### src/rtl/priority_dec_pkg.sv
// -----------------------------------------------------------------------------
// priority_dec_pkg
// Shared definitions for the sequential priority decoder: FSM state encoding,
// code/line widths, drive-counter width and the legal PULSE_LEN range.
// -----------------------------------------------------------------------------
package priority_dec_pkg;

  localparam int CODE_W        = 2;   // encoded line index width
  localparam int LINES         = 4;   // number of decoded lines
  localparam int CNT_W         = 4;   // drive down-counter width
  localparam int PULSE_LEN_MIN = 1;
  localparam int PULSE_LEN_MAX = 15;

  typedef enum logic [1:0] {
    IDLE  = 2'd0,
    DRIVE = 2'd1,
    GAP   = 2'd2
  } state_t;

  // Keep an out-of-range PULSE_LEN from wrapping the 4-bit counter.
  function automatic int clamp_pulse_len(input int len);
    if (len < PULSE_LEN_MIN) return PULSE_LEN_MIN;
    if (len > PULSE_LEN_MAX) return PULSE_LEN_MAX;
    return len;
  endfunction

endpackage

### src/rtl/priority_decoder_seq_if.sv
// -----------------------------------------------------------------------------
// priority_decoder_seq_if
// Request/result bundle of the sequential priority decoder.
//   in_valid : request code present            (master -> slave)
//   in_ready : slave can accept a code          (slave  -> master)
//   in_z     : code is meaningful (any request) (master -> slave)
//   in_code  : encoded line index, 3 = highest  (master -> slave)
//   dec_out  : registered one-hot line          (slave  -> master)
//   busy     : slave not idle                   (slave  -> master)
//   done     : end-of-drive pulse               (slave  -> master)
//   err      : code with in_z=0 was accepted    (slave  -> master)
// -----------------------------------------------------------------------------
interface priority_decoder_seq_if;
  import priority_dec_pkg::*;

  logic              in_valid;
  logic              in_ready;
  logic              in_z;
  logic [CODE_W-1:0] in_code;
  logic [LINES-1:0]  dec_out;
  logic              busy;
  logic              done;
  logic              err;

  modport master (
    output in_valid, in_z, in_code,
    input  in_ready, dec_out, busy, done, err
  );

  modport slave (
    input  in_valid, in_z, in_code,
    output in_ready, dec_out, busy, done, err
  );
endinterface

### src/rtl/decode_2to4.sv
// -----------------------------------------------------------------------------
// decode_2to4
// Combinational binary-to-one-hot decoder.
//   i_code   : line index
//   o_onehot : exactly one bit set, at position i_code
// -----------------------------------------------------------------------------
module decode_2to4
  import priority_dec_pkg::*;
(
  input  logic [CODE_W-1:0] i_code,
  output logic [LINES-1:0]  o_onehot
);

  always_comb begin
    // NOTE: every combinational output gets a default first so no path leaves
    // it unassigned, which would otherwise infer a latch.
    o_onehot         = '0;
    o_onehot[i_code] = 1'b1;
  end

endmodule

### src/rtl/priority_decoder_seq.sv
// -----------------------------------------------------------------------------
// priority_decoder_seq
// Accepts an encoded line index and drives the matching one-hot line for
// PULSE_LEN cycles, followed by a one-cycle gap that pulses done. A code
// accepted with in_z=0 is never decoded; it pulses err the following cycle.
//
// Parameters
//   PULSE_LEN : cycles a decoded line stays high (1..15)
// Ports
//   clk   : rising-edge clock
//   rst_n : asynchronous active-low reset
//   bus   : priority_decoder_seq_if.slave (in_valid/in_ready/in_z/in_code in,
//           dec_out/busy/done/err out)
// Configuration
//   DEC_PENDING_BUF_EN : adds a one-entry pending buffer so a code can be
//                        accepted during DRIVE/GAP and launched straight from
//                        GAP into DRIVE. Undefined: in_ready only in IDLE.
// -----------------------------------------------------------------------------
module priority_decoder_seq
  import priority_dec_pkg::*;
#(
  parameter int PULSE_LEN = 4
) (
  input  logic                   clk,
  input  logic                   rst_n,
  priority_decoder_seq_if.slave  bus
);

  localparam int              PULSE_EFF = clamp_pulse_len(PULSE_LEN);
  localparam logic [CNT_W-1:0] CNT_LOAD = CNT_W'(PULSE_EFF - 1);

  state_t            r_state;
  logic [CNT_W-1:0]  r_cnt;
  logic [LINES-1:0]  r_dec;
  logic              r_err;
  logic              r_err_defer;

  state_t            w_state_nxt;
  logic [CNT_W-1:0]  w_cnt_nxt;
  logic [LINES-1:0]  w_dec_nxt;
  logic              w_ready;
  logic              w_accept;
  logic              w_err_new;
  logic              w_launch_gap;   // GAP continues directly into DRIVE
  logic [CODE_W-1:0] w_dec_code;
  logic [LINES-1:0]  w_onehot;

  assign w_accept  = bus.in_valid && w_ready;
  assign w_err_new = w_accept && !bus.in_z;

`ifdef DEC_PENDING_BUF_EN
  logic              r_pend_full;
  logic              r_pend_z;
  logic [CODE_W-1:0] r_pend_code;

  assign w_ready = !r_pend_full;
  // A full entry always wins in GAP; with the entry empty, a z=1 code
  // arriving during GAP is launched without passing through the buffer.
  assign w_launch_gap = (r_state == GAP) &&
                        (r_pend_full ? r_pend_z : (w_accept && bus.in_z));
  // The entry is only ever full in DRIVE/GAP, so IDLE always decodes in_code.
  assign w_dec_code = r_pend_full ? r_pend_code : bus.in_code;

  always_ff @(posedge clk or negedge rst_n) begin
    if (!rst_n) begin
      r_pend_full <= 1'b0;
      r_pend_z    <= 1'b0;
      r_pend_code <= '0;
    end else if (r_state == GAP) begin
      // Leaving GAP consumes the entry: launched if z=1, dropped if z=0.
      r_pend_full <= 1'b0;
    end else if (w_accept && r_state == DRIVE) begin
      r_pend_full <= 1'b1;
      r_pend_z    <= bus.in_z;
      r_pend_code <= bus.in_code;
    end
  end
`else
  assign w_ready      = (r_state == IDLE);
  assign w_launch_gap = 1'b0;
  assign w_dec_code   = bus.in_code;
`endif

  decode_2to4 u_decode (
    .i_code   (w_dec_code),
    .o_onehot (w_onehot)
  );

  always_comb begin
    w_state_nxt = r_state;
    w_cnt_nxt   = r_cnt;
    w_dec_nxt   = r_dec;
    unique case (r_state)
      IDLE: begin
        if (w_accept && bus.in_z) begin
          w_state_nxt = DRIVE;
          w_cnt_nxt   = CNT_LOAD;
          w_dec_nxt   = w_onehot;
        end
      end
      DRIVE: begin
        if (r_cnt == '0) begin
          w_state_nxt = GAP;
          w_dec_nxt   = '0;
        end else begin
          w_cnt_nxt = r_cnt - 1'b1;
        end
      end
      GAP: begin
        if (w_launch_gap) begin
          w_state_nxt = DRIVE;
          w_cnt_nxt   = CNT_LOAD;
          w_dec_nxt   = w_onehot;
        end else begin
          w_state_nxt = IDLE;
        end
      end
      default: begin
        w_state_nxt = IDLE;
        w_cnt_nxt   = '0;
        w_dec_nxt   = '0;
      end
    endcase
  end

  always_ff @(posedge clk or negedge rst_n) begin
    if (!rst_n) begin
      r_state     <= IDLE;
      r_cnt       <= '0;
      r_dec       <= '0;
      r_err       <= 1'b0;
      r_err_defer <= 1'b0;
    end else begin
      // NOTE: state registers use non-blocking assignments so every flop
      // samples pre-edge values regardless of statement order.
      r_state <= w_state_nxt;
      r_cnt   <= w_cnt_nxt;
      r_dec   <= w_dec_nxt;
      // done owns the GAP cycle; an err that would land there slips one cycle
      // so the two pulses never coincide.
      r_err       <= (w_err_new && (w_state_nxt != GAP)) || r_err_defer;
      r_err_defer <= w_err_new && (w_state_nxt == GAP);
    end
  end

  assign bus.in_ready = w_ready;
  assign bus.dec_out  = r_dec;
  assign bus.busy     = (r_state != IDLE);
  assign bus.done     = (r_state == GAP);
  assign bus.err      = r_err;

endmodule

### src/flat_wrapper.sv
// flat-port wrapper written by rule: the top's interface ports become plain ports
module priority_decoder_seq_flat import priority_dec_pkg::*;
#(
  parameter int PULSE_LEN = 4
)
  (clk, rst_n, bus_in_valid, bus_in_z, bus_in_code, bus_in_ready, bus_dec_out, bus_busy, bus_done, bus_err);
  priority_decoder_seq_if bus_i ();
  input  logic clk;
  input  logic rst_n;
  input wire logic [$bits(bus_i.in_valid)-1:0] bus_in_valid;
  input wire logic [$bits(bus_i.in_z)-1:0] bus_in_z;
  input wire logic [$bits(bus_i.in_code)-1:0] bus_in_code;
  output wire logic [$bits(bus_i.in_ready)-1:0] bus_in_ready;
  output wire logic [$bits(bus_i.dec_out)-1:0] bus_dec_out;
  output wire logic [$bits(bus_i.busy)-1:0] bus_busy;
  output wire logic [$bits(bus_i.done)-1:0] bus_done;
  output wire logic [$bits(bus_i.err)-1:0] bus_err;
  assign bus_i.in_valid = bus_in_valid;
  assign bus_i.in_z = bus_in_z;
  assign bus_i.in_code = bus_in_code;
  assign bus_in_ready = bus_i.in_ready;
  assign bus_dec_out = bus_i.dec_out;
  assign bus_busy = bus_i.busy;
  assign bus_done = bus_i.done;
  assign bus_err = bus_i.err;
  priority_decoder_seq #(.PULSE_LEN(PULSE_LEN)) u_core (.clk(clk), .rst_n(rst_n), .bus(bus_i));
endmodule
### config.mk
export PLATFORM = sky130hd
export DESIGN_NAME = priority_decoder_seq_flat
export DESIGN_NICKNAME = d
export VERILOG_FILES = /design/src/rtl/priority_dec_pkg.sv /design/src/rtl/priority_decoder_seq_if.sv /design/src/rtl/decode_2to4.sv /design/src/rtl/priority_decoder_seq.sv /design/src/flat_wrapper.sv
export SDC_FILE = /design/constraint.sdc
export NUM_CORES = 1
export LEC_CHECK = 0
export CORE_AREA = 2 2 39 41
export CTS_CLUSTER_SIZE = 30
export DETAILED_ROUTE_END_ITERATION = 16
export DIE_AREA = 0 0 41 43
export HOLD_SLACK_MARGIN = 0.12
export PLACE_DENSITY = 0.71
export SYNTH_ARGS = -nofsm -noshare
export SYNTH_HDL_FRONTEND = slang
export SYNTH_SLANG_ARGS = --single-unit
### constraint.sdc
create_clock -name clk -period 2.07 [get_ports clk]
set_clock_uncertainty 0.1 [all_clocks]
set_input_delay 0.207 -clock clk [delete_from_list [all_inputs] [get_ports clk]]
set_output_delay 0.207 -clock clk [all_outputs]
set_load 0.05 [all_outputs]
# Word level (Yosys, flattened, before mapping)
# Index checks and enable logic that the tools add are counted.
[op_classes]
addsub = 1
multipliers = 0
div = 0
order_cmp = 2
n_eq_ne = 7
shifts = 0
muxes = 11
n_bitwise = 1
reduce_logical = 13
[ops]
columns = ["cell", "n"]
rows = [
  ["$pmux W4 S3", 2],
  ["$mux W4", 4],
  ["$logic_and A1 B1 Y1", 6],
  ["$ne A2 B2 Y1 const B", 3],
  ["$reduce_and A3 Y1", 2],
  ["$eq A2 B2 Y1 const B", 2],
  ["$logic_not A4 Y1", 1],
  ["$mux W2", 2],
  ["$pmux W2 S2", 1],
  ["$sub A4 B1 Y4 const B", 1],
  ["$lt A2 B3 Y1 const B", 1],
  ["$demux W1 S2", 1],
  ["$eq A2 B1 Y1 const B", 1],
  ["$ge A2 B1 Y1 const B", 1],
  ["$logic_not A2 Y1", 1],
  ["$ne A2 B1 Y1 const B", 1],
  ["$reduce_bool A2 Y1", 1],
  ["$logic_not A1 Y1", 1],
  ["$logic_or A1 B1 Y1", 1],
  ["$mux W1", 1],
  ["$not A1 Y1", 1],
]
[totals]
reg_bits = 12
latchBits = 0
ram_bits = 0
rom_bits = 0
input_bits = 6
output_inout_bits = 8
word_cells = 40
n_memories = 0

# Depth between registers and ports, before layout
# Gate-level depths: netlist of run 1.
[logic_depth]
word_depth = 8
depth_mapped = 5

# Hierarchy
# A second synthesis of run 1 with hierarchy kept.
[unflattened]
cells_unflattened = 59
hier_area_um2 = 634.4
[modules_own_cells]
columns = ["module", "instances", "cells_each", "area_each_um2", "seq_area_each_um2"]
rows = [
  ["priority_decoder_seq", 1, 55, 608.1, 300.3],
  ["decode_2to4", 1, 4, 26.3, 0.0],
]

# Worst setup path after synthesis of run 1
# Ideal clock, no wire load.
[synth_path]
path_type = "register to output"
startpoint = "reg u_core.r_state[0]"
endpoint = "out bus_busy"
arrival_time_ns = 1.644
t_required_ns = 1.763
setup_slack_ns = 0.119
path_stages_with_launch = 3
path_buffers = 0
cell_sequence = "dfrtp_1 > nor2_1 > inv_1"
[synth_via]
elab_chain_len = 1
[synth_lines]
columns = ["item", "line", "rtl"]
rows = [
  ["from (decl)", "priority_decoder_seq.sv:32", "state_t r_state;"],
  ["from (signal assigned)", "priority_decoder_seq.sv:136", "r_state <= w_state_nxt;"],
  ["$reduce_bool A2 Y1", "priority_decoder_seq.sv:148", "assign bus.busy = (r_state != IDLE);"],
  ["to (decl)", "flat_wrapper.sv:15", "output wire logic [$bits(bus_i.busy)-1:0] bus_busy;"],
]
# No other way between the ends.

# Final worst setup path of run 1
[layout_path]
startpoint = "reg u_core.r_state[0]"
endpoint = "out bus_done"
[layout_via]
elab_chain_len = 1
[layout_lines]
columns = ["item", "line", "rtl"]
rows = [
  ["$eq A2 B2 Y1", "priority_decoder_seq.sv:149", "assign bus.done = (r_state == GAP);"],
  ["to (decl)", "flat_wrapper.sv:16", "output wire logic [$bits(bus_i.done)-1:0] bus_done;"],
]
# No other way between the ends.

==> results of run 1 <==
[cells in the final DEF, fill, tap and decap left out, drive strengths merged, types with 2 or more instances in the layout]
cell,Yosys,layout
dfrtp,12,12
a32o,2,2
clkbuf,0,4
o21ai,2,2
o2bb2ai,3,3
and3,2,2
ha,2,2
nand2b,2,2
nor2,5,5
clkdlybuf4s50,0,11
nand2,3,3
inv,5,5
[power groups by stage]
| stage | Clock [mW] | Combinational, mW | Sequential, mW |
|---|---|---|---|
| detailed placement | 0 | 0.620 | 0.381 |
| global route | 0.208 | 0.680 | 0.387 |
| floorplan | 0 | 0.373 | 0.453 |
| finish | 0.193 | 0.615 | 0.377 |
| CTS | 0.197 | 0.624 | 0.377 |
| global placement | 0 | 0.615 | 0.378 |
[stage by stage]
stage          setup WS, ns  utilization [%]
2_1_floorplan         0.119                -
3_3_place_gp          0.370             52.1
3_5_place_dp          0.350             52.1
4_1_cts              0.0367             54.7
5_1_grt             0.00131             54.9
6_report             0.0864             54.9
[final cells by class]
| class | count | share of cell area, % |
|---|---|---|
| clock buffers | 4 | 4.78 |
| inverters | 5 | 2.47 |
| multi-input cells | 34 | 33.4 |
| flip-flops and latches | 12 | 39.5 |
| well taps | 16 | 2.64 |
| repair buffers | 13 | 17.1 |
[critical path, cell delays in order, from the launching register on]
cell	delay [ns]
dfrtp_1	0.46
nor2b_1	0.13
clkdlybuf4s50_1	0.80
[worst min-delay path by stage]
stage,end,start,cells after the start
floorplan,u_core.bus.dec_out[0],rst_n,0
global placement,u_core.bus.err,u_core.r_err_defer,1
detailed placement,u_core.bus.err,u_core.r_err_defer,1
CTS,u_core.r_cnt[2],rst_n,1
global route,u_core.r_cnt[1],rst_n,1
finish,u_core.r_cnt[2],rst_n,1
[registers in the layout (all words and copies together) (netlist names)]
signal              count
u_core.bus.dec_out      4
u_core.bus.err          1
u_core.r_cnt            4
u_core.r_err_defer      1
u_core.r_state          2
[per-layer routing]
layer / track usage (%) / share of wire [%]
met4: 10.0 / 2.2
met3: 4.71 / 4.8
met2: 23.4 / 50
met5: 0 / 0
met1: 21.6 / 43
[kinds of logic after synthesis]
kind of cell	synth area share (%)
adders and majority gates	4.37
AOI/OAI and AO/OA	19.4
and+or+nand+nor	19.9
buffers and inverters	3.28
DFF	52.4
other	0.654
[repair_timing]
| item | CTS | global route |
|---|---|---|
| hold buffers | 0 | 0 |
| endpoints found under the setup margin | 0 | 1 |
| resized for setup | 0 | 1 |
| endpoints found under the hold margin | 0 | 0 |
==> impl_metrics.yaml, run 1 <==
yosys:
  synth.distinct_cells: 25
  synthDominantCellAreaShare_pct: 52.4
  synth_common_cells: "dfrtp_1, inv_1, nor2_1"
  synth.area.top_cells: "dfrtp_1, ha_1, a32o_1"
  yosysTopAreaCell: "dfrtp_1"
  ys_ff_latch: 12
  synthesis.nets: 59
  synth_area_um2: 573
  ys_seq_area_share_pct: 52.4
  syn_inst: 51
  synth_area_per_cell_um2: 11.2
  yosysMostFrequentCell: "dfrtp_1"
  synthFlopType: "dfrtp_1"
  synthArstFlopShare_pct: 100
  synth_edf_count: 0
  yosys_warnings: 0
critical_path:
  end_kind: "output port"
  endpoint: "bus_done"
  worstRegToRegCells: 5
  critPathRequiredTime_ns: 1.76
  worst-path-max-fanout: 8
  r2r-end: "u_core.bus.dec_out[1]"
  critPathLaunchType: "flop"
  setup.worst_path.start: "u_core.r_state[0]"
  r2r_start: "u_core.r_cnt[0]"
  critPathArrivalTime_ns: 1.68
  critPathKind: "reg -> out"
  r2r_slack_ns: 0.36
cells_and_area:
  final_area_um2: 759
  drive_above_1_share_pct: 13.2
  syn2layout_area_growth_pct: 32.5
  instances_no_fill: 84
  final_nets: 77
  final-seq-area_um2: 300
  fillers: 131
  multi_input_area_um2: 254
  diodes: 0
floorplanning:
  dieWidth_um: 41
  start_util_pct: 41.4
  rows: 14
  num_io_pins: 14
  dieArea_um2: 1760
  core_um2: 1380
  fp.dieH_um: 43
power:
  leakage_nw: 0.371
  p_switching_uw: 523
  power_frac_comb_pct: 51.9
  power.total_mw: 1.19
  seqPwrFrac_pct: 31.8
  swShare_pct: 44.1
  pwr-share-clk_pct: 16.3
  vdd_drop_max_v: 0.000681
  intPower_uw: 663
  p_per_area_nw_per_um2: 1560
job:
  drv_cap: 0
routing:
  wl_per_cell_um: 12.8
  ant_nets: 0
  wl_mm: 1.07
  drc_errors: 0
  routed-via-count: 452
  drt-vias-per-instance: 5.38
  drtIter0Drc: 5
  dr.pass1.iters: 2
clock_network:
  cts.sinks: 12
  clkLatencyLatePin_ns: 0.28
  clockBufferDepth: 2
  htreeDepth: 1
  path_clk_slew_ns: 0.08
  cts_tree: "done"
  postCtsSetupRepairBufs: 0
  numCtsBuffers: 3
  clock-root-buffer: "clkbuf_4"
sta:
  fmax_mhz: 504
  final_max_slew_viol_count: 0
  rsz0062_at_grt: "false"
  hold_violations: 0
  finalSetupTns_ns: 0
  timing.hold.ws_ns: 0.167
  fin_crit_ns: 1.98
  worst_slew_pin_slew_ns: 0.532
  period_share_pct: 95.8
  setup_viol: 0
  maxSlewHeadroom_pct: 64.4
global_routing:
  grt_max_degree: 13
  grt_pass1_wl_mm: 1.95
  antenna_found_initial: 0
  grt_pass1_vias: 458
  track_usage_pct: 16.6
  grt.overflow.total: 0
place:
  numPortBuffers: 13
  dpl.cell_count: 80
  gp_congestion: 0.753
  dpl.hpwl_um: 800
  placed_area_um2: 721
outcome:
  status: "complete, no violations"
hold_path:
  hp-class: "in -> async"
(Power assumes the default switching activity.)
==> run 2, diff against run 1 <==
==> constraint.sdc (replaced) <==
create_clock -name clk -period 2.07 [get_ports clk]
set_clock_uncertainty 0.1 [all_clocks]
set_input_delay 0.5175 -clock clk [delete_from_list [all_inputs] [get_ports clk]]
set_output_delay 0.5175 -clock clk [all_outputs]
set_load 0.05 [all_outputs]
==> run 2 against run 1 <==
- maximum frequency fell by 1.6%
- final area up 1.2%
- routed wire length grew 3.4%
- core utilization rose by 0.63 points
- via count increased by 1.8%
- largest cell class unchanged
- total power is 2.3% higher
- highest routed layer unchanged
- combinational power increased by 13%
==> impl_metrics.yaml, run 2 (synthesized netlist as in run 1, its figures left out) <==
hold_path:
  hp-class: "reg -> reg"
clock_network:
  numCtsBuffers: 3
  clockBufferDepth: 2
  clock-root-buffer: "clkbuf_4"
  cts.sinks: 12
  cts-resized-gates: 0
  cts_tree: "done"
  path_clk_slew_ns: 0.07
  postCtsSetupRepairBufs: 0
  clkLatencyLatePin_ns: 0.26
  htreeDepth: 1
  ctsHoldBuffers: 0
floorplanning:
  rows: 14
  dieWidth_um: 41
  start_util_pct: 41.4
  core_um2: 1380
  dieArea_um2: 1760
  fp.dieH_um: 43
  num_io_pins: 14
global_routing:
  grt.overflow.total: 0
  grt_pass1_wl_mm: 1.73
  use_met2_pct: 21.6
  grtUsageMet1_pct: 18.5
  antenna_found_initial: 0
  track_usage_pct: 15.3
  grt_use_met3_pct: 4.71
  busiest_layer: "met2"
  grt_pass1_vias: 420
  grt_max_degree: 13
critical_path:
  worst-path-max-fanout: 1
  critPathKind: "reg -> out"
  cpPeakStageDelay_ns: 0.79
  crit_buf_inv: 1
  crit_slowest_cell: "clkdlybuf4s50_1"
  critPathArrivalTime_ns: 1.40
  critPathLaunchType: "flop"
  crit_chain: "clkdlybuf4s50_1"
  end_kind: "output port"
  critPathRequiredTime_ns: 1.45
  cp_top_family: "buffers and inverters"
cells_and_area:
  final_nets: 77
  multi_input_area_um2: 256
  syn2layout_area_growth_pct: 34.1
  diodes: 0
  final-seq-area_um2: 300
  drive_above_1_share_pct: 22.4
  fillers: 129
  final_area_um2: 768
  layout_common_cells: "dfrtp_1, clkdlybuf4s50_1, inv_1, nor2_1, buf_4"
  layout_commonest_cell: "dfrtp_1"
power:
  p_per_area_nw_per_um2: 1580
  seqPwrFrac_pct: 31.6
  vdd_drop_max_v: 0.000698
  swShare_pct: 43.9
  power_frac_comb_pct: 57.2
  pwr-share-clk_pct: 11.2
  intPower_uw: 680
  leakage_nw: 0.377
  p_switching_uw: 533
place:
  numPortBuffers: 13
  dpl.hpwl_um: 812
  placed_area_um2: 746
  dp_slack_ns: 0.260
  gp_congestion: 0.771
routing:
  dr.pass1.iters: 4
  drt-vias-per-instance: 5.54
  wl_mm: 1.11
  routed-via-count: 460
  drtIter0Drc: 10
  wl_per_cell_um: 13.4
  ant_nets: 0
  drc_errors: 0
sta:
  period_share_pct: 97.4
  worst_slew_pin_slew_ns: 0.527
  fmax_mhz: 496
  setup_viol: 0
  rsz0062_at_grt: "false"
  maxSlewHeadroom_pct: 64.7
  hold_violations: 0
  final_max_slew_viol_count: 0
  setup_ws_ns: 0.0546
  fin_crit_ns: 2.02
  finalSetupTns_ns: 0
outcome:
  status: "complete, no violations"
job:
  drv_cap: 0
==> run 2: changes by cell type in the layout (fill, tap and decap cells not counted) <==
| cell | before | now |
|---|---|---|
| buf_12 | 0 | 3 |
| buf_4 | 1 | 4 |
| clkbuf_8 | 1 | 0 |
| clkdlybuf4s50_1 | 11 | 6 |
| dlymetal6s2s_1 | 1 | 0 |
| nor2_1 | 5 | 4 |
| nor2_2 | 0 | 1 |
==> run 2: final cells by class <==
| cell class | count | share of cell area (%) |
|---|---|---|
| sequential | 12 | 39.1 |
| multi-input combinational | 34 | 33.4 |
| clock buffer | 3 | 2.93 |
| timing repair buffer | 13 | 19.5 |
| inverter | 5 | 2.44 |
| tap | 16 | 2.61 |
==> run 2: final timing paths <==
check                                        endpoint                from  slack, ns  depth (start not counted)
worst max-delay path                          bus_err      u_core.bus.err       0.05                          1
worst max register to register  u_core.bus.dec_out[3]     u_core.r_cnt[0]       0.36                          5
worst min-delay path                   u_core.bus.err  u_core.r_err_defer       0.35                          1
max in group asynchronous       u_core.bus.dec_out[3]               rst_n       1.02                          1
min in group asynchronous           u_core.r_state[0]               rst_n       0.50                          1
worst min register to register         u_core.bus.err  u_core.r_err_defer       0.35                          1
==> run 2: stage by stage <==
stage               utilization [%]  hold slack [ns]  total power, mW  std cells
floorplan                         -            0.122            0.831         51
global route                   55.5            0.371             1.30         83
finish                         55.5            0.349             1.21         83
global placement               53.9            0.331             1.06         80
detailed placement             53.9            0.349             1.08         80
CTS                            55.5            0.363             1.22         83
==> run 2: routing by layer <==
metal | wire, um | vias to the layer above | share of wire, %
met3 | 60 | 2 | 5.4
met4 | 8 | 0 | 0.72
met1 | 470 | 222 | 42
met2 | 571 | 18 | 51
li1 | - | 218 | -
met5 | 0 | - | 0
==> run 2: power by group through the flow <==
stage	Clock (mW)	Sequential, mW	Combinational (mW)
3_3_place_gp	0	0.382	0.682
6_report	0.136	0.383	0.694
4_1_cts	0.143	0.382	0.694
5_1_grt	0.155	0.393	0.748
2_1_floorplan	0	0.455	0.376
3_5_place_dp	0	0.386	0.690
==> RTL edit 1, RTL diff (flow settings as in run 1) <==
Encoding of `state_t`: now one-hot (3 bits for 3 states).
--- a/src/rtl/priority_dec_pkg.sv
+++ b/src/rtl/priority_dec_pkg.sv
@@ -11,10 +11,10 @@
   localparam int PULSE_LEN_MIN = 1;
   localparam int PULSE_LEN_MAX = 15;
 
-  typedef enum logic [1:0] {
-    IDLE  = 2'd0,
-    DRIVE = 2'd1,
-    GAP   = 2'd2
+  typedef enum logic [2:0] {
+    IDLE  = 3'b001,
+    DRIVE = 3'b010,
+    GAP   = 3'b100
   } state_t;
 
   // Keep an out-of-range PULSE_LEN from wrapping the 4-bit counter.
Function: same outputs for any inputs over 10 cycles, from zero or initial values and one cycle with rst_n low; not proved beyond that.
==> RTL edit 1 against run 1 <==
  * Via count grew 11%
  * Sequential cell count rose by 1
  * Setup slack gained 0.18 ns
  * Synthesized cell count is 12% higher
  * Utilization grew 3.7 points
  * Routed wire length up 5.9%
  * Area after synthesis is 9.6% higher
  * Total power down 32%
  * Cell area up 6.8%
  * Critical path type is now reg2reg
  * Count of clock-buffer cells in the layout unchanged
==> RTL edit 1: results (changes against run 1) <==
Outcome: finished, final reports clean (unchanged)
Inserted Diodes: 0 (unchanged)
Postcts setup bufs: 0 (unchanged)
Place WS: 0.245 ns (was 0.350 ns)
Seq/Total Area, Yosys: 52.0% (was 52.4%)
Mapped Cells: 57 (was 51)
Post-synth ARST share: 100% (unchanged)
Initial antenna violation count: 0 (unchanged)
Iteration-0 DRC Markers: 11 (was 5)
Arr. time, crit path: 1.86 ns (was 1.68 ns)
Slowest stage cell, crit path: dfrtp_1 (was clkdlybuf4s50_1)
Worst-Skew Late Latency: 0.27 ns
Worst reg2reg path depth: 4 (was 5)
Mapped Nets: 65 (was 59)
Hold WC Path Type: in2async (unchanged)
Clock transition at path regs: 0.07 ns
Worst R2R End: u_core.bus.dec_out[1]$_DFFE_PN0P_ (unchanged)
Peak fanout along the critical path: 8 (unchanged)
Hold slack: 0.203 ns (was 0.167 ns)
Total GRT Usage: 15.4% (was 16.6%)
Detailed placement HPWL: 865 µm (was 800 µm)
RePlAce Congestion: 0.729 (was 0.753)
Largest net degree at the start of global routing: 14 (was 13)
Synthesis warning total: 0 (unchanged)
NumNets Final: 84 (was 77)
R2R Setup Slk: 0.26 ns (was 0.36 ns)
Pleak: 0.000382 µW (was 0.000371 µW)
Via count of the first global-routing pass: 437 (was 458)
VDD IR max: 0.481 mV (was 0.681 mV)
Num CTS Buffers: 3 (unchanged)
Relative slew slack: 61.4% (was 64.4%)
Grt total ovfl: 0 (unchanged)
I/O Buffers: 13 (unchanged)
Synth top area cells: dfrtp_1, mux2_2, dfstp_2, a21oi_1, ha_1 (was dfrtp_1, ha_1, a32o_1, inv_1, nor2_1)
Post-CTS sizing: 0 (unchanged)
Top cells by count, synth: dfrtp_1, a21oi_1, mux2_2, nor2_1, nand2_1 (was dfrtp_1, inv_1, nor2_1)
Area after DPL: 785 µm² (was 721 µm²)
Yosys cell types: 21 (was 25)
Pre-antenna DRT Iters: 4 (was 2)
Final Non-Filler Cells: 91 (was 84)
Dpl cells: 87 (was 80)
Via Count: 503 (was 452)
Layout cells sized above 1: 25.3% (was 13.2%)
Global-route wire length before repair: 1810 µm (was 1950 µm)
H-tree depth: 1 (unchanged)
Slowest Stage Delay on Critical Path: 0.48 ns (was 0.80 ns)
Root buffer cell: clkbuf_4 (unchanged)
Longest Clk Path Bufs: 2 (unchanged)
Routed WL per cell: 12.5 µm (was 12.8 µm)
Crit path launch: u_core.r_state[1]$_DFF_PN0_ (was u_core.r_state[0]$_DFF_PN0_)
==> RTL edit 1: final cells by class <==
class / instances / area [µm²]
repair buffers: 14 / 130
clock buffers: 4 / 26.3
multi-input cells: 41 / 293
inverters: 3 / 15.0
flip-flops and latches: 13 / 327
fillers: 124 / 573
well taps: 16 / 20.0
==> RTL edit 1: worst max path at each step <==
stage	slack, ns	endpoint	depth (start not counted)
finish	0.26	u_core.bus.dec_out[1]$_DFFE_PN0P_	4
global placement	0.26	u_core.bus.dec_out[0]$_DFFE_PN0P_	5
CTS	0.27	u_core.bus.dec_out[1]$_DFFE_PN0P_	4
detailed placement	0.25	u_core.bus.dec_out[3]$_DFFE_PN0P_	5
global route	0.21	u_core.bus.dec_out[1]$_DFFE_PN0P_	4
floorplan	0.15	u_core.bus.dec_out[3]$_DFFE_PN0P_	5
==> RTL edit 1: kinds of logic (layout without fill, tap and decap cells) <==
family	count (synthesis)	count (layout)	share of synthesized area [%]
other	1	1	0.597
DFF	13	13	52.0
buffers and inverters	3	21	1.79
adders and majority gates	2	2	3.98
AOI/OAI and AO/OA	13	13	14.3
muxes	7	7	12.2
and+or+nand+nor	18	18	15.1
==> RTL edit 1: per-layer routing <==
layer | part of all wire, % | track usage, %
met3 | 10 | 4.71
met1 | 47 | 21.8
met2 | 42 | 22.5
met5 | 0 | 0
met4 | 0.88 | 4.00
==> RTL edit 1: critical path, delay by kind of cell, from the launching register on <==
family	cells	cell delay, ns
DFF	1	0.48
and+or+nand+nor	1	0.45
muxes	1	0.37
AOI/OAI and AO/OA	2	0.30
==> RTL edit 1: where the power goes <==
part / leakage (µW) / internal, µW / switching [µW]
Clock: 0.0000150 / 74.6 / 73.4
Sequential: 0.000163 / 303 / 35.9
Combinational: 0.000204 / 121 / 197
==> RTL edit 2, RTL diff (settings of run 1) <==
Without the edit above. The option `DEC_PENDING_BUF_EN` is turned on by a define.
--- a/src/rtl/priority_decoder_seq.sv
+++ b/src/rtl/priority_decoder_seq.sv
@@ -16,6 +16,8 @@
 //                        accepted during DRIVE/GAP and launched straight from
 //                        GAP into DRIVE. Undefined: in_ready only in IDLE.
 // -----------------------------------------------------------------------------
+`define DEC_PENDING_BUF_EN
+
 module priority_decoder_seq
   import priority_dec_pkg::*;
 #(
Function: changed (Yosys sat finds a counterexample within 4 cycles, from zero or initial values and one cycle with rst_n low).
==> RTL edit 2 against run 1 <==
  * Sequential cell count grew 4
  * Count of clock-buffer cells in the layout did not move
  * Sequential power is 40% higher
  * Total power rose by 28%
  * Routed wire length increased by 38%
  * Cell count up 27%
  * Cell area up 33%
  * Area after synthesis rose by 45%
  * Setup slack improved by 0.18 ns
==> RTL edit 2: results (changes against run 1) <==
Layout cells sized above 1: 16.5% (was 13.2%)
Iteration-0 DRC Markers: 7 (was 5)
Pleak: 0.000489 µW (was 0.000371 µW)
Outcome: finished, final reports clean (unchanged)
Largest net degree at the start of global routing: 17 (was 13)
R2R Setup Slk: 0.26 ns (was 0.36 ns)
Worst R2R End: u_core.bus.dec_out[3]$_DFFE_PN0P_ (was u_core.bus.dec_out[1]$_DFFE_PN0P_)
NumNets Final: 100 (was 77)
Mapped Nets: 83 (was 59)
Relative slew slack: 52.5% (was 64.4%)
Synth top area cells: dfrtp_1, mux2_2, inv_1, o32ai_1, mux2i_1 (was dfrtp_1, ha_1, a32o_1, inv_1, nor2_1)
Routed WL per cell: 13.9 µm (was 12.8 µm)
Total GRT Usage: 23.0% (was 16.6%)
Global-route wire length before repair: 2660 µm (was 1950 µm)
Yosys cell types: 28 (was 25)
VDD IR max: 0.850 mV (was 0.681 mV)
Top cells by count, synth: dfrtp_1, inv_1, mux2_2 (was dfrtp_1, inv_1, nor2_1)
Detailed placement HPWL: 1160 µm (was 800 µm)
Pre-antenna DRT Iters: 4 (was 2)
Drt via density: 5.92 (was 5.38)
Seq/Total Area, Yosys: 48.2% (was 52.4%)
Arr. time, crit path: 1.86 ns (was 1.68 ns)
Post-Route WL: 1480 µm (was 1070 µm)
Via count of the first global-routing pass: 620 (was 458)
RePlAce Congestion: 0.755 (was 0.753)
## RTL edit 2: changes by cell type in the layout (fill, tap and decap cells not counted), moves of 3 or more
cell / delta
o22ai_1: +3
o32ai_1: +4
dfrtp_1: +4
mux2i_1: +3
inv_1: +5
a21o_1: +3
mux2_2: +5
## RTL edit 2: area by class of cell
| type | instances | area, µm² | share of cell area (%) |
|---|---|---|---|
| Sequential cell | 16 | 400 | 39.6 |
| Inverter | 10 | 37.5 | 3.71 |
| Multi-Input combinational cell | 47 | 380 | 37.6 |
| Clock buffer | 4 | 36.3 | 3.59 |
| Tap cell | 16 | 20.0 | 1.98 |
| Timing Repair Buffer | 14 | 136 | 13.5 |
## RTL edit 2: logic make-up (layout without fill, tap and decap cells)
family	count (synthesis)	count (layout)	synth area share [%]
adder cells (fa/ha/maj)	2	2	3.01
AO/OA/AOI/OAI	19	19	19.0
AND/OR/NAND/NOR	18	18	13.4
flip-flops	16	16	48.2
buffers and inverters	12	28	6.02
multiplexers	8	8	10.4
## RTL edit 2: worst max path at each step
stage	from	end	slack, ns
floorplan	u_core.r_cnt[0]$_DFFE_PN0P_	u_core.bus.dec_out[0]$_DFFE_PN0P_	0.38
global placement	u_core.r_state[0]$_DFF_PN0_	bus_busy	0.31
detailed placement	u_core.r_cnt[0]$_DFFE_PN0P_	u_core.bus.dec_out[3]$_DFFE_PN0P_	0.28
CTS	u_core.r_pend_full$_DFFE_PN0P_	bus_in_ready	0.04
global route	u_core.r_cnt[0]$_DFFE_PN0P_	u_core.bus.dec_out[0]$_DFFE_PN0P_	0.13
finish	u_core.r_cnt[0]$_DFFE_PN0P_	u_core.bus.dec_out[3]$_DFFE_PN0P_	0.26
## RTL edit 2: power by group
part | internal, µW | switching, µW | total [µW]
Combinational | 353 | 433 | 786
Clock | 107 | 94.9 | 202
Sequential | 416 | 112 | 528
Total | 877 | 640 | 1520
## RTL edit 2: routing by layer
metal,track usage [%],wire (µm)
met5,0,0
met1,32.2,682
met4,12.0,23
met3,4.71,51
met2,32.8,726
## RTL edit 2: timing repair
action / 4_1_cts / 5_1_grt
cloned: 0 / 0
resized for setup: 1 / 1
setup endpoints to repair: 1 / 1
## RTL edit 2: stage by stage
step                instance area [µm²]  utilization [%]
floorplan                           831                -
global placement                    973             70.3
detailed placement                  973             70.3
CTS                                1010             72.9
global route                       1010             73.1
finish                             1010             73.1
## RTL edit 2: worst max-delay path, stage by stage, from the launching register on
cell and delay [ns]:
dfrtp_1 0.42, inv_1 0.09, ha_1 0.17, or3b_4 0.42
a221oi_4 0.34, o32ai_1 0.14
